[src/rtl/periph_bus_ctrl.sv]
// Peripheral bus sequencer: decodes core data-memory requests to one chip-enable and runs a setup/access transfer.
// Optional ACCESS-phase timeout is enabled by defining PERIPH_BUS_TIMEOUT_EN.
module periph_bus_ctrl #(
  parameter int unsigned NUM_SLAVES     = 4,
  parameter logic [31:0] BASE_ADDR      = 32'h1000_0000,
  parameter int unsigned SLOT_BITS      = 12,
  parameter int unsigned TIMEOUT_CYCLES = 16
) (
  input  logic                    clk,
  input  logic                    reset,
  input  logic                    transfer,
  input  logic                    write,
  input  logic [31:0]             addr,
  input  logic [31:0]             wdata,
  output logic [31:0]             rdata,
  output logic                    ready,
  output logic                    err,
  output logic [3:0]              p_addr,
  output logic                    p_wr_en,
  output logic [31:0]             p_wdata,
  output logic                    p_enable,
  output logic [NUM_SLAVES-1:0]   p_ce,
  input  logic [32*NUM_SLAVES-1:0] p_rdata,
  input  logic [NUM_SLAVES-1:0]   p_ready
);

  localparam int unsigned SEL_W   = 3;
  localparam int unsigned TAG_LSB = SLOT_BITS + 3;

  typedef enum logic [1:0] {IDLE, SETUP, ACCESS, ERROR} state_t;

  state_t            state_q, state_d;
  logic [SEL_W-1:0]  sel_q;
  logic              write_q;
  logic [3:0]        addr_q;
  logic [31:0]       wdata_q;

  logic [SEL_W-1:0]  slot_c;
  logic              hit_c;
  logic              sel_ready_c;
  logic [31:0]       sel_rdata_c;
  logic              timeout_c;
  logic              unused_addr_c;

  // Window tag match plus populated-slot check.
  assign slot_c        = addr[SLOT_BITS+2:SLOT_BITS];
  assign hit_c         = (addr[31:TAG_LSB] == BASE_ADDR[31:TAG_LSB]) &&
                         ({1'b0, slot_c} < 4'(NUM_SLAVES));
  assign unused_addr_c = ^{addr[1:0], addr[SLOT_BITS-1:6]};

  // Only the latched slave's ready/rdata are ever looked at.
  always_comb begin
    sel_ready_c = 1'b0;
    sel_rdata_c = '0;
    for (int i = 0; i < NUM_SLAVES; i++) begin
      if (sel_q == SEL_W'(i)) begin
        sel_ready_c = p_ready[i];
        sel_rdata_c = p_rdata[32*i +: 32];
      end
    end
  end

`ifdef PERIPH_BUS_TIMEOUT_EN
  localparam int unsigned CNT_W = (TIMEOUT_CYCLES > 1) ? $clog2(TIMEOUT_CYCLES) : 1;

  logic [CNT_W-1:0] cnt_q;

  assign timeout_c = (cnt_q == CNT_W'(TIMEOUT_CYCLES - 1));

  // Counts stalled ACCESS cycles; held at zero outside ACCESS.
  always_ff @(posedge clk) begin
    if (reset) begin
      cnt_q <= '0;
    end else if (state_q != ACCESS) begin
      cnt_q <= '0;
    end else if (!sel_ready_c) begin
      cnt_q <= cnt_q + CNT_W'(1);
    end
  end
`else
  localparam int unsigned unused_timeout = TIMEOUT_CYCLES;

  assign timeout_c = 1'b0;
`endif

  always_ff @(posedge clk) begin
    if (reset) begin
      state_q <= IDLE;
      sel_q   <= '0;
      write_q <= 1'b0;
      addr_q  <= '0;
      wdata_q <= '0;
    end else begin
      state_q <= state_d;
      if (state_q == IDLE && transfer && hit_c) begin
        sel_q   <= slot_c;
        write_q <= write;
        addr_q  <= addr[5:2];
        wdata_q <= wdata;
      end
    end
  end

  assign p_addr  = addr_q;
  assign p_wdata = wdata_q;

  always_comb begin
    state_d  = state_q;
    ready    = 1'b0;
    err      = 1'b0;
    rdata    = '0;
    p_ce     = '0;
    p_enable = 1'b0;
    p_wr_en  = 1'b0;
    case (state_q)
      IDLE: begin
        if (transfer) state_d = hit_c ? SETUP : ERROR;
      end
      SETUP: begin
        p_ce    = NUM_SLAVES'(1) << sel_q;
        p_wr_en = write_q;
        state_d = ACCESS;
      end
      ACCESS: begin
        p_ce     = NUM_SLAVES'(1) << sel_q;
        p_enable = 1'b1;
        p_wr_en  = write_q;
        // A slave ready in the final timeout cycle still completes normally.
        if (sel_ready_c) begin
          ready   = 1'b1;
          rdata   = write_q ? 32'h0 : sel_rdata_c;
          state_d = IDLE;
        end else if (timeout_c) begin
          ready   = 1'b1;
          err     = 1'b1;
          state_d = IDLE;
        end
      end
      ERROR: begin
        ready   = 1'b1;
        err     = 1'b1;
        state_d = IDLE;
      end
      default: state_d = IDLE;
    endcase
  end

endmodule

[config.mk]
export PLATFORM = sky130hd
export DESIGN_NAME = periph_bus_ctrl
export DESIGN_NICKNAME = d
export VERILOG_FILES = /design/src/rtl/periph_bus_ctrl.sv
export SDC_FILE = /design/constraint.sdc
export NUM_CORES = 1
export LEC_CHECK = 0
export CELL_PAD_IN_SITES_DETAIL_PLACEMENT = 0
export CELL_PAD_IN_SITES_GLOBAL_PLACEMENT = 1
export CORE_AREA = 2 2 178 93
export DETAILED_ROUTE_END_ITERATION = 8
export DIE_AREA = 0 0 180 95
export PLACE_DENSITY_LB_ADDON = 0.1
export SYNTH_ARGS = -nofsm -noshare
export SYNTH_HDL_FRONTEND = slang
export SYNTH_SLANG_ARGS = --single-unit
[constraint.sdc]
create_clock -name clk -period 2.1 [get_ports clk]
set_input_delay 0.42 -clock clk [delete_from_list [all_inputs] [get_ports clk]]
set_output_delay 0.42 -clock clk [all_outputs]
set_load 0.02 [all_outputs]
==> metrics.md, run 1 <==
| Metric | Value |
|---|---|
| Status | finished, violations left |
| Failing checks | setup timing |
| CP cell instances | mux2i_4, o22ai_4, nand3_4, buf_12, nor3_2, buf_4 |
| Initial drt markers | 93 |
| Top Ports | 276 |
| Complex-gate fraction of the synthesized area | 16.1% |
| Critical R2R Launch | sel_q[1]$_SDFFE_PP0P_ |
| Area occupied by multi-input gates | 2430 sq um |
| Most common cell in the synthesized netlist | nand2b_1 |
| TritonCTS clock tree | done |
| Final #Nets | 844 |
| Reg2Reg Capture Point | state_q[0]$_SDFFE_PP0P_ |
| Clock Pin Slew Worst Setup and Hold Paths | 0.06 ns |
| Core Util, Final | 42.4% |
| Top cells by count, synth | nand2b_1, dfxtp_1, mux2i_1 |
| Hold crit path type | flip-flop to flip-flop |
| Top Family by Delay on Critical Path | flip-flops |
| GP Congestion | 0.805 |
| Synth Area in Adders | 2.06% |
| Final setup viols | 24 |
| LEAKAGE | 2.36 nW |
| Max incr delay on CP | 0.38 ns |
| Top FF cell, synth | dfxtp_1 |
| Element type at the critical path start | flip-flop |
| RSZ-0062 raised after global routing | true |
| Number of global-route vias before repair | 3750 |
| Mapped Nets | 571 |
| Layout Area Growth over Synthesis | 119% |
| Num CTS Buffers | 5 |
| Tot GR Track Use | 15.5% |
| Final Hold Viols | 0 |
| First-pass GRT wire length | 20.9 mm |
| Die Y | 95 microns |
| Cells after synthesis | 366 |
| CP endpoint | rdata[13] |
| Share of the synthesized area in the top cell type | 27.7% |
| Via Count | 3727 |
| Synth Cell Area | 3040 sq um |
| Initial antenna violation count | 0 |
| Pre-CTS setup slack | -0.754 ns |
| Post-Synth Simple-Gate Area | 33.9% |
| Synth area leader | dfxtp_1 |
| Gr ovfl total | 0 |
| Max cap viols | 0 |
| Syn Area/Cell | 8.30 sq um |
| Max_slew headroom | 61.9% |
| Register area share after synthesis | 27.7% |
| CTS Sinks | 42 |
| Routed Antenna Nets | 0 |
| VDD IR max | 0.000260 V |
| Drt pass-1 iters | 4 |
| Core Region | 15700 sq um |
| CP max FO | 16 |
| Tmin final | 2.20 ns |
| Flop and latch count out of synthesis | 42 |
| Critical path's slowest cell | dfxtp_4 |
| Ys async rst share | 0% |
| Share of post-route cells with drive strength above 1 | 23.9% |
| Total wire length | 14.1 mm |
| Hpwl dp | 10.2 mm |
| Yosys warnings | 0 |
| Post-synth EDFFs | 0 |
| Largest net degree at the start of global routing | 44 |
| Initial Util | 19.3% |
| Rows | 33 |
| Fillers | 1522 |
| Horiz. Die Dim | 180 microns |
| Placed cell areas | 6060 sq um |
| Buf+Inv Stages, Crit Path | 2 |
| Design area | 6670 sq um |
| Fin crit share | 105% |
| Multiplexer area fraction after synthesis | 13.9% |
| Critical Path RT | 1.68 ns |
| Critical Path Sink Type | output pin |
| Cells on worst reg2reg path | 5 |
| Drt wl/cell | 16.6 microns |
| Flop2flop setup slack | 0.53 ns |
| Clock root buffer | clkbuf_16 |
| Ant diodes | 0 |
| Crit Path Class | flip-flop to output pin |
| Dominant cells by area after synthesis | dfxtp_1, nand2b_1, mux2i_1, a211oi_1, nor2b_1 |
| Yosys cell types | 35 |
| FF+latch area | 847 sq um |
| XOR/XNOR Fraction of Synth Area | 0% |
| Crit path DAT | 1.78 ns |
| Via/cell ratio | 4.39 |
| TNS Setup | -1.45 ns |
| Critical path depth | 6 |
| Clk_lat worst skew | 0.28 ns |
| Die area | 17100 sq um |
| Final worst slack | -0.0997 ns |
| H-Tree Level Count | 2 |
| # hold bufs at CTS | 0 |
| Largest family of logic cells by synthesized area | simple AND/OR/NAND/NOR gates |
| Crit. Startpoint | sel_q[1]$_SDFFE_PP0P_ |
| Port Buffers | 267 |
| Max Fclk | 0.455 GHz |
| Slew @ Worst Pin | 0.572 ns |
| # DRC | 0 |
| Max Buffers Root-to-Sink | 2 |
| PwrDens | 446 nW/um^2 |
| Max-slew violations | 0 |
| Worst Skew | 0.00136 ns |
cell type report:
cell class              instances  share of cell area [%]
flip-flops and latches         42                    12.7
clock buffers                   7                    1.99
inverters                       3                   0.169
multi-input cells             286                    36.4
well taps                     210                    3.94
repair buffers                301                    44.8
flip-flops by register name (all words and copies together) (netlist names):
name     flops
p_wdata     32
p_addr       4
sel_q        3
state_q      2
write_q      1
per-stage QoR:
step / instances / total power, mW / hold slack (ns)
after global routing: 849 / 3.16 / 0.488
after CTS: 847 / 3.04 / 0.477
after floorplan: 366 / 1.37 / 0.457
after global placement: 834 / 2.12 / 0.457
after detailed placement: 834 / 2.14 / 0.463
final: 849 / 2.97 / 0.471
metal layers:
metal | track usage [%] | vias up | part of all wire (%)
met5 | 0 | - | 0
met3 | 5.21 | 6 | 7.4
li1 | - | 1853 | -
met4 | 1.63 | 0 | 0.52
met1 | 20.0 | 1726 | 44
met2 | 26.2 | 142 | 48
cell families (layout without fill, tap and decap cells):
group	count (synthesis)	in the layout
buffers and inverters	38	311
AO/OA/AOI/OAI	71	71
flip-flops	42	42
AND/OR/NAND/NOR	168	168
multiplexers	42	42
adder cells (fa/ha/maj)	5	5
tightest hold or removal path, cell delays in order (launching register included):
cell	delay (ns)
dfxtp_1	0.31
nand2b_1	0.06
mux2i_1	0.05
placed cells by master (no fill, tap or decap), drive strengths merged, types with 2 or more instances in the layout:
cell / n
dlygate4sd2: 5
ha: 5
nor4: 3
nor4b: 2
clkbuf: 11
nor2b: 33
nand3: 2
nand2b: 80
o21ai: 2
nor3: 34
inv: 3
nand2: 3
nor3b: 2
dfxtp: 42
mux2i: 41
buf: 69
clkdlybuf4s50: 223
nor2: 4
a211oi: 31
o22ai: 33
worst min path at each step:
stage | startpoint | end | cells after the start
4_1_cts | p_wdata[5]$_SDFFE_PP0P_ | p_wdata[5]$_SDFFE_PP0P_ | 2
2_1_floorplan | write_q$_SDFFE_PP0P_ | write_q$_SDFFE_PP0P_ | 2
5_1_grt | p_wdata[8]$_SDFFE_PP0P_ | p_wdata[8]$_SDFFE_PP0P_ | 2
6_report | p_wdata[5]$_SDFFE_PP0P_ | p_wdata[5]$_SDFFE_PP0P_ | 2
3_3_place_gp | p_wdata[25]$_SDFFE_PP0P_ | p_wdata[25]$_SDFFE_PP0P_ | 2
3_5_place_dp | p_wdata[22]$_SDFFE_PP0P_ | p_wdata[22]$_SDFFE_PP0P_ | 2
power by group:
part           internal [mW]  total (mW)  switching (mW)
clock network          0.435       0.740           0.305
logic                  0.797        1.40           0.607
registers              0.814       0.826          0.0116
timing repair:
item | CTS | global route
setup endpoints to repair | 38 | 38
resized for setup | 284 | 32
gates cloned | 3 | 2
setup buffers | 3 | 2
pin swaps | 17 | 6
No activity file was read; power rests on OpenSTA's default activity.
==> inputs of run 2 (changes only) <==
Settings changed: GPL_ROUTABILITY_DRIVEN from default to 0.
Clock period 2.1 ns to 2.2 ns, I/O delays scaled along.
==> run 2 against run 1 <==
The run still ends with setup timing left. Final area is 1.0% higher. Non-clock buffer count decreased by 3. Sequential power decreased by 4.6%. Worst setup slack improved by 0.038 ns. First-iteration DRC count up 8.6%. Combinational power is essentially flat. Hold slack got worse by 0.0022 ns. Sequential share of layout area decreased by 0.15 points. Clock skew increased by 0.0053 ns. Cell count decreased by 0.24%. Utilization up 0.43 points. Critical path type unchanged. Critical endpoint is now rdata[4].
==> metrics.md, run 2 (synthesized netlist as in run 1, its figures left out) <==
| Metric | Value |
|---|---|
| Area occupied by multi-input gates | 2470 sq um (+1.9%) |
| Final #Nets | 841 (-0.36%) |
| Crit Path Class | flip-flop to output pin |
| Crit path DAT | 1.82 ns (+0.04 ns) |
| Cells on worst reg2reg path | 6 (+1) |
| Slew @ Worst Pin | 0.551 ns (-0.0204 ns) |
| RSZ-0062 raised after global routing | true |
| Fin crit share | 103% |
| Rows | 33 (unchanged) |
| Most common cell after layout, fill and taps aside | clkdlybuf4s50_1 |
| Ant diodes | 0 (unchanged) |
| Flop2flop setup slack | 0.55 ns (+0.02 ns) |
| Hold depth | 2 (unchanged) |
| Share of post-route cells with drive strength above 1 | 22.9% (-1.0 points) |
| Layout Area Growth over Synthesis | 122% |
| Max Buffers Root-to-Sink | 2 (unchanged) |
| Final Hold Viols | 0 (unchanged) |
| Hpwl dp | 10.2 mm (-0.42%) |
| Clock Pin Slew Worst Setup and Hold Paths | 0.06 ns (about the same) |
| Die area | 17100 sq um (unchanged) |
| Max cap viols | 0 (unchanged) |
| Initial Util | 19.3% (unchanged) |
| Critical path's slowest cell | dfxtp_1 |
| Final setup viols | 12 (-50%) |
| Hold crit path type | flip-flop to flip-flop |
| Min Hold Slack | 0.468 ns (-0.00225 ns) |
| First-pass GRT wire length | 20.2 mm (-3.1%) |
| Initial antenna violation count | 0 (unchanged) |
| Critical Path Sink Type | output pin |
| Clock root buffer | clkbuf_16 |
| Gr ovfl total | 0 (unchanged) |
| Top Ports | 276 (unchanged) |
| Cell mode on critical path | buf_12 |
| Via/cell ratio | 4.39 (about the same) |
| Num CTS Buffers | 5 (unchanged) |
| Pre-CTS setup slack | -0.682 ns (+0.0721 ns) |
| H-Tree Level Count | 2 (unchanged) |
| Largest net degree at the start of global routing | 43 (-2.3%) |
| Die Y | 95 microns (unchanged) |
| Top Family by Delay on Critical Path | simple AND/OR/NAND/NOR gates |
| Horiz. Die Dim | 180 microns (unchanged) |
| Status | finished, violations left |
| Drt pass-1 iters | 4 (unchanged) |
| Most frequent cells in the layout | clkdlybuf4s50_1, nand2b_1, dfxtp_1 |
| Design area | 6730 sq um (+1.0%) |
| TritonCTS clock tree | done |
| Core Region | 15700 sq um (unchanged) |
| FF+latch area | 846 sq um (-0.15%) |
| Initial drt markers | 101 (+8.6%) |
| CP cell instances | or2_4, o22ai_2, nand3_4, buf_12, buf_12, nor3_4, buf_6 |
| Max reg flops | 32 (unchanged) |
| Max-slew violations | 0 (unchanged) |
| Max_slew headroom | 63.2% (+1.4 points) |
| Failing checks | setup timing |
| Critical Path RT | 1.76 ns (+0.08 ns) |
| LEAKAGE | 2.35 nW (-0.52%) |
| Routed Antenna Nets | 0 (unchanged) |
| Max incr delay on CP | 0.32 ns (-0.06 ns) |
| Total wire length | 14.0 mm (-1.1%) |
| Via Count | 3719 (-0.21%) |
| VDD IR max | 0.000379 V (+46%) |
| CTS Sinks | 42 (unchanged) |
| Tmin final | 2.26 ns |
| Port Buffers | 267 (unchanged) |
| Clk_lat worst skew | 0.29 ns (about the same) |
| Core Util, Final | 42.8% (+0.43 points) |
| Element type at the critical path start | flip-flop |
| # DRC | 0 (unchanged) |
| Hold endpoint | p_addr[2]$_SDFFE_PP0P_ |
| Critical R2R Launch | sel_q[1]$_SDFFE_PP0P_ |
| Number of global-route vias before repair | 3716 (-0.91%) |
| PwrDens | 451 nW/um^2 (+1.1%) |
| Fillers | 1510 (-0.79%) |
| Buf+Inv Stages, Crit Path | 3 (+1) |
| Reg2Reg Capture Point | state_q[0]$_SDFFE_PP0P_ |
| Hold_sp | p_addr[2]$_SDFFE_PP0P_ |
| Max Fclk | 0.442 GHz |
| Worst Skew | 0.00666 ns (+0.00530 ns) |
| Final worst slack | -0.0614 ns (+0.0383 ns) |
| Drt wl/cell | 16.5 microns (-0.89%) |
| Placed cell areas | 6020 sq um (-0.58%) |
| Tot GR Track Use | 15.1% (-0.43 points) |
| CP max FO | 8 (-8) |
==> run 2: worst register-to-register path, stage by stage, from the launching register on <==
cell     delay, ns
dfxtp_4       0.38
mux2i_4       0.20
buf_4         0.14
buf_4         0.12
o221a_2       0.26
or3_1         0.35
a21oi_1       0.13
==> run 2: metal layers <==
layer	part of all wire [%]	vias up	track usage, %
met5	0	-	0
met4	0.89	0	2.98
met3	7.1	14	4.90
met2	47	134	25.3
met1	45	1726	19.2
li1	-	1845	-
==> run 2: area by class of cell <==
cell class,count,share of cell area (%)
repair buffers,298,44.1
multi-input cells,286,36.8
flip-flops and latches,42,12.6
well taps,210,3.90
clock buffers,6,1.91
clock inverters,2,0.557
inverters,3,0.167
==> run 2: worst max-delay path by stage <==
| stage | start | endpoint | slack (ns) | cells after the start |
|---|---|---|---|---|
| floorplan | sel_q[2]$_SDFFE_PP0P_ | rdata[10] | 0.14 | 5 |
| global placement | p_ready[2] | rdata[4] | -0.62 | 7 |
| detailed placement | p_ready[2] | rdata[4] | -0.68 | 7 |
| CTS | sel_q[1]$_SDFFE_PP0P_ | rdata[26] | -0.11 | 7 |
| global route | sel_q[1]$_SDFFE_PP0P_ | rdata[4] | -0.13 | 7 |
| finish | sel_q[2]$_SDFFE_PP0P_ | rdata[4] | -0.06 | 7 |
==> run 2: through the flow <==
step                cells  total power [mW]  setup TNS [ns]
finish                847              3.03          -0.525
global route          847              3.20           -1.95
CTS                   846              3.03           -2.29
detailed placement    831              2.01          -21.75
global placement      831              1.99          -19.88
floorplan             366              1.30               0
==> run 2: repair_timing <==
item                       in CTS  in global routing
gates cloned                    2                  3
pin swaps                       8                 15
hold buffers                    0                  0
buffers inserted                5                  1
gates resized for setup       243                 79
setup endpoints to repair      38                 37
==> run 2: power by group <==
part	internal, mW	total (mW)	switching [mW]
Clock	0.536	0.856	0.319
Combinational	0.782	1.39	0.608
Sequential	0.777	0.788	0.0114
